## config.mk

```make
export PLATFORM = sky130hd
export DESIGN_NAME = fetch_unit
export DESIGN_NICKNAME = d
export VERILOG_FILES = /design/src/rtl/fetch_unit.sv
export SDC_FILE = /design/constraint.sdc
export NUM_CORES = 1
export LEC_CHECK = 0
export CELL_PAD_IN_SITES_DETAIL_PLACEMENT = 0
export CELL_PAD_IN_SITES_GLOBAL_PLACEMENT = 1
export CORE_MARGIN = 2
export CORE_UTILIZATION = 30
export DETAILED_ROUTE_END_ITERATION = 8
export PLACE_DENSITY = 0.69
export SLEW_MARGIN = 20
export SYNTH_ARGS = -nofsm -noshare
export SYNTH_HDL_FRONTEND = slang
export SYNTH_SLANG_ARGS = --single-unit
```

## constraint.sdc

```tcl
create_clock -name clk_i -period 5.4 [get_ports clk_i]
set_input_delay 1.08 -clock clk_i [delete_from_list [all_inputs] [get_ports clk_i]]
set_output_delay 1.08 -clock clk_i [all_outputs]
set_load 0.005 [all_outputs]
```

## src/rtl/fetch_unit.sv

```systemverilog
// Instruction fetch stage: issues sequential word fetches, buffers responses in a
// small FIFO for the decoder, and flushes/restarts on a redirect.
module fetch_unit #(
  parameter int                 AddrSize  = 16,
  parameter int                 InstrSize = 32,
  parameter int                 Depth     = 4,
  parameter logic [AddrSize-1:0] ResetAddr = '0
) (
  input  logic                 clk_i,
  input  logic                 rst_i,
  output logic                 mem_req_o,
  output logic [AddrSize-1:0]  mem_addr_o,
  input  logic                 mem_gnt_i,
  input  logic                 mem_rvalid_i,
  input  logic [InstrSize-1:0] mem_rdata_i,
  output logic                 dec_valid_o,
  output logic [InstrSize-1:0] dec_instr_o,
  output logic [AddrSize-1:0]  dec_addr_o,
  input  logic                 dec_ready_i,
  input  logic                 redirect_i,
  input  logic [AddrSize-1:0]  redirect_addr_i
);

  localparam int PtrW = (Depth > 1) ? $clog2(Depth) : 1;
  localparam int CntW = PtrW + 1;
  localparam logic [CntW-1:0] DepthCnt = CntW'(Depth);

  typedef enum logic [1:0] { StIdle, StWait, StDrop } state_e;

  state_e               state_q;
  logic [AddrSize-1:0]  pc_q, pc_d;
  logic [AddrSize-1:0]  out_addr_q;
  logic [CntW-1:0]      count_q, count_d;
  logic [PtrW-1:0]      wr_ptr_q, rd_ptr_q;
  logic [AddrSize-1:0]  fifo_addr_q  [Depth];
  logic [InstrSize-1:0] fifo_instr_q [Depth];
  logic                 grant, push, pop;

  // A request is only issued with a free slot, so a response push never overflows.
  assign mem_req_o  = !rst_i && (state_q == StIdle) && (count_q < DepthCnt) && !redirect_i;
  assign mem_addr_o = rst_i ? ResetAddr : pc_q;
  assign grant      = mem_req_o && mem_gnt_i;
  assign push       = (state_q == StWait) && mem_rvalid_i && !redirect_i;
  assign pop        = dec_valid_o && dec_ready_i;
  assign pc_d       = pc_q + AddrSize'(1);

  assign dec_valid_o = (count_q != '0);
  assign dec_instr_o = fifo_instr_q[rd_ptr_q];
  assign dec_addr_o  = fifo_addr_q[rd_ptr_q];

  always_comb begin
    count_d = count_q;
    if (push && !pop) begin
      count_d = count_q + CntW'(1);
    end else if (!push && pop) begin
      count_d = count_q - CntW'(1);
    end
  end

  // Redirect outranks everything: it empties the FIFO and turns an in-flight request into one to discard.
  always_ff @(posedge clk_i) begin
    if (rst_i) begin
      state_q    <= StIdle;
      pc_q       <= ResetAddr;
      out_addr_q <= '0;
      count_q    <= '0;
      wr_ptr_q   <= '0;
      rd_ptr_q   <= '0;
      for (int i = 0; i < Depth; i++) begin
        fifo_addr_q[i]  <= '0;
        fifo_instr_q[i] <= '0;
      end
    end else if (redirect_i) begin
      pc_q     <= redirect_addr_i;
      count_q  <= '0;
      wr_ptr_q <= '0;
      rd_ptr_q <= '0;
      if (state_q != StIdle) begin
        state_q <= mem_rvalid_i ? StIdle : StDrop;
      end
    end else begin
      count_q <= count_d;
      if (pop) begin
        rd_ptr_q <= rd_ptr_q + PtrW'(1);
      end
      if (push) begin
        fifo_addr_q[wr_ptr_q]  <= out_addr_q;
        fifo_instr_q[wr_ptr_q] <= mem_rdata_i;
        wr_ptr_q               <= wr_ptr_q + PtrW'(1);
      end
      case (state_q)
        StIdle: begin
          if (grant) begin
            out_addr_q <= pc_q;
            pc_q       <= pc_d;
            state_q    <= StWait;
          end
        end
        StWait, StDrop: begin
          if (mem_rvalid_i) begin
            state_q <= StIdle;
          end
        end
        default: state_q <= StIdle;
      endcase
    end
  end

endmodule

```

==> results.sh <==
export IMPL_post_route_period_util=0.731
export IMPL_setup_worst_path_end_class="output port"
export IMPL_worstSetupEndpoint="mem_req_o"
export IMPL_ys_warn_count=0
export IMPL_slowest_delay_ps=530
export IMPL_cts_made_buffers=26
export IMPL_ys_top_cells_by_area="edfxtp_1 (57%), mux4_2 (11%), dfxtp_1 (8.6%)"
export IMPL_r2r_start="wr_ptr_q[1]$_SDFFE_PP0P_"
export IMPL_synth_adder_area_share=0.00697
export IMPL_rrSetupSlack_ps=2380
export IMPL_synthTopCellsByCount="edfxtp_1 (192), nor2_1 (140), nand2_1 (95)"
export IMPL_areaGrowthSynthToFinish_pct=25.8
export IMPL_place_congestion=0.735
export IMPL_p_leak_nw=4.61
export IMPL_synth_main_ff_cell="edfxtp_1"
export IMPL_antenna_left=0
export IMPL_synth_top_family_by_area="simple AND/OR/NAND/NOR gates"
export IMPL_met3_usage=0.0302
export IMPL_fmax_ghz=0.253
export IMPL_yosys_area_share_simple=0.145
export IMPL_hpwl_microns=14800
export IMPL_yosysTopAreaCell="edfxtp_1"
export IMPL_fp_coreArea_sq_um=33300
export IMPL_initialDrtViolationCount=437
export IMPL_die_w_microns=187
export IMPL_diodes=0
export IMPL_crit_path_cell_trace="clkdlybuf4s50_1, buf_4, or2_2, nor3b_1, clkdlybuf4s50_1"
export IMPL_place_inst=1305
export IMPL_finalSetupTns_ps=0
export IMPL_crit_path_start="redirect_i"
export IMPL_cts_hold_buf=0
export IMPL_crit_required_ps=4320
export IMPL_slew_headroom=0.267
export IMPL_synthXorXnorAreaFrac=0.0113
export IMPL_post_cts_setup_buffers=0
export IMPL_synth_fp_nets=832
export IMPL_slew_viol_final=0
export IMPL_antenna_found_initial=0
export IMPL_cts_resized=0
export IMPL_cpLargestDelayFamily="buffers and inverters"
export IMPL_wirelength_microns=24700
export IMPL_r2r_end="fifo_instr_q[2][10]$_SDFFCE_PN0P_"
export IMPL_final_cells=1351
export IMPL_synth_compound_area_frac=0.0290
export IMPL_crit_path_frequent_cell="clkdlybuf4s50_1"
export IMPL_n_fill_cell=3196
export IMPL_ir_drop_mv=0.195
export IMPL_hold_viol=0
export IMPL_cts_sinks=235
export IMPL_start_util=0.302
export IMPL_grt_pass1_vias=6663
export IMPL_power_mw=4.09
export IMPL_die_area_sq_um=35000
export IMPL_cts_max_level=1
export IMPL_vias=6223
export IMPL_clk_pin_slew_ps=60
export IMPL_nNetsFinal=945
export IMPL_critPathKind="input pin to output port"
export IMPL_clock_latency_ps=520
export IMPL_yosysSeqAreaShare=0.660
export IMPL_drc_errors=0
export IMPL_synth_cells=773
export IMPL_fin_crit_ps=3950
export IMPL_overflow=0
export IMPL_path_depth=5
export IMPL_cp_data_arrival_time_ps=2870
export IMPL_fin_ws_ps=1450
export IMPL_cp_max_fo=14
export IMPL_maxCapViolCount=0
export IMPL_wire_per_inst_microns=18.3
export IMPL_syn_area_sq_um=10000
export IMPL_cts_root_buf="clkbuf_16"
export IMPL_portBuffers=119
export IMPL_crit_path_top_delay_cell="clkdlybuf4s50_1"
export IMPL_std_cell_rows=67
export IMPL_cts_path_max_buffers=3
export IMPL_grt_use_met2=0.243
export IMPL_drive_above_1_share=0.123
export IMPL_rsz0062_at_grt="no"
export IMPL_hp_class="register to register"
export IMPL_synth_most_common_cell="edfxtp_1"
export IMPL_dr_pass1_iters=4
export IMPL_die_y_microns=187
export IMPL_tritoncts="built"
export IMPL_syn_avg_cell_area_sq_um=13.0
export IMPL_synthArstFlopShare=0
export IMPL_top_usage_layer="met2"
export IMPL_clock_skew_final_ps=10.2
export IMPL_ys_types=41
export IMPL_grt_pass1_wl_microns=38800
export IMPL_ys_ff_latch=235
export IMPL_finalSetupViolCount=0
export IMPL_dp_slack_ps=1410
export IMPL_synth_top_area_frac=0.574
export IMPL_avgViaCountPerCell=4.61
export IMPL_grt_max_degree=55
export IMPL_muxShareOfSynthArea=0.109
export IMPL_synth_edf_count=192
export IMPL_path_buf_inv=3
export IMPL_grt_use_met1=0.188
export IMPL_status="complete, no violations"
export IMPL_io_pin_count=120
export IMPL_reg2reg_depth=5
export IMPL_start_kind="input pin"
export IMPL_track_usage=0.143
export IMPL_worst_pin_slew_ps=1100
export IMPL_power_density_nw_per_um2=324
flip-flops by register name, summed over array words and instances, names as in the netlist, named ones only:
signal / cells
state_q: 2
count_q: 3
wr_ptr_q: 2
rd_ptr_q: 2
fifo_addr_q: 64
fifo_instr_q: 128
pc_q: 16
out_addr_q: 16
layout make-up:
| class | count | area (sq um) | share of cell area |
|---|---|---|---|
| sequential | 235 | 6630 | 0.525 |
| multi-input combinational | 435 | 3060 | 0.242 |
| timing repair buffer | 132 | 1330 | 0.105 |
| clock buffer | 36 | 719 | 0.0569 |
| tap | 448 | 561 | 0.0444 |
| inverter | 56 | 210 | 0.0166 |
| clock inverter | 9 | 123 | 0.00970 |
tightest hold or removal path, stage by stage, from the launching register on:
cell     delay [ps]
dfxtp_1         310
nand2_1          50
a21oi_1          50
cell families after synthesis:
kind of cell               count (synthesis)
DFF                                      235
and+or+nand+nor                          323
AOI/OAI and AO/OA                         45
xor gates and xnor gates                  13
muxes                                     49
buffers and inverters                    103
adders and majority gates                  5
stage by stage:
| step | hold slack, ps | utilization | instance area (sq um) |
|---|---|---|---|
| floorplan | 432 | - | 10100 |
| global route | 495 | 0.380 | 12600 |
| global placement | 457 | 0.354 | 11800 |
| CTS | 470 | 0.379 | 12600 |
| finish | 467 | 0.380 | 12600 |
| detailed placement | 461 | 0.354 | 11800 |
layout by cell type (no fill, tap or decap), types with 10 or more instances in the layout:
| cell | count |
|---|---|
| dfxtp_1 | 41 |
| edfxtp_1 | 192 |
| nor2b_1 | 16 |
| inv_1 | 55 |
| nand2_1 | 94 |
| and2_1 | 31 |
| nor2_1 | 139 |
| clkbuf_16 | 27 |
| a21oi_1 | 20 |
| buf_4 | 10 |
| mux4_2 | 48 |
| clkdlybuf4s50_1 | 118 |
routing by layer:
metal	up-vias	wire length (microns)
met2	169	11900
met4	0	517
met1	3059	11000
met3	34	1370
li1	2961	-
met5	-	0
where the power goes:
| part | internal [mW] | total (mW) | switching [mW] |
|---|---|---|---|
| sequential | 2.02 | 2.06 | 0.0364 |
| combinational | 0.139 | 0.270 | 0.131 |
| clock | 1.07 | 1.76 | 0.694 |
worst min path at each step:
stage	from	cells past startpoint	slack, ps	to
3_5_place_dp	out_addr_q[14]$_SDFFE_PP0P_	2	460	out_addr_q[14]$_SDFFE_PP0P_
3_3_place_gp	out_addr_q[14]$_SDFFE_PP0P_	2	460	out_addr_q[14]$_SDFFE_PP0P_
2_1_floorplan	pc_q[15]$_SDFFE_PP0P_	2	430	out_addr_q[15]$_SDFFE_PP0P_
6_report	out_addr_q[14]$_SDFFE_PP0P_	2	470	out_addr_q[14]$_SDFFE_PP0P_
5_1_grt	out_addr_q[2]$_SDFFE_PP0P_	2	490	out_addr_q[2]$_SDFFE_PP0P_
4_1_cts	out_addr_q[14]$_SDFFE_PP0P_	2	470	out_addr_q[14]$_SDFFE_PP0P_
Power figures use the tool's default switching activity.
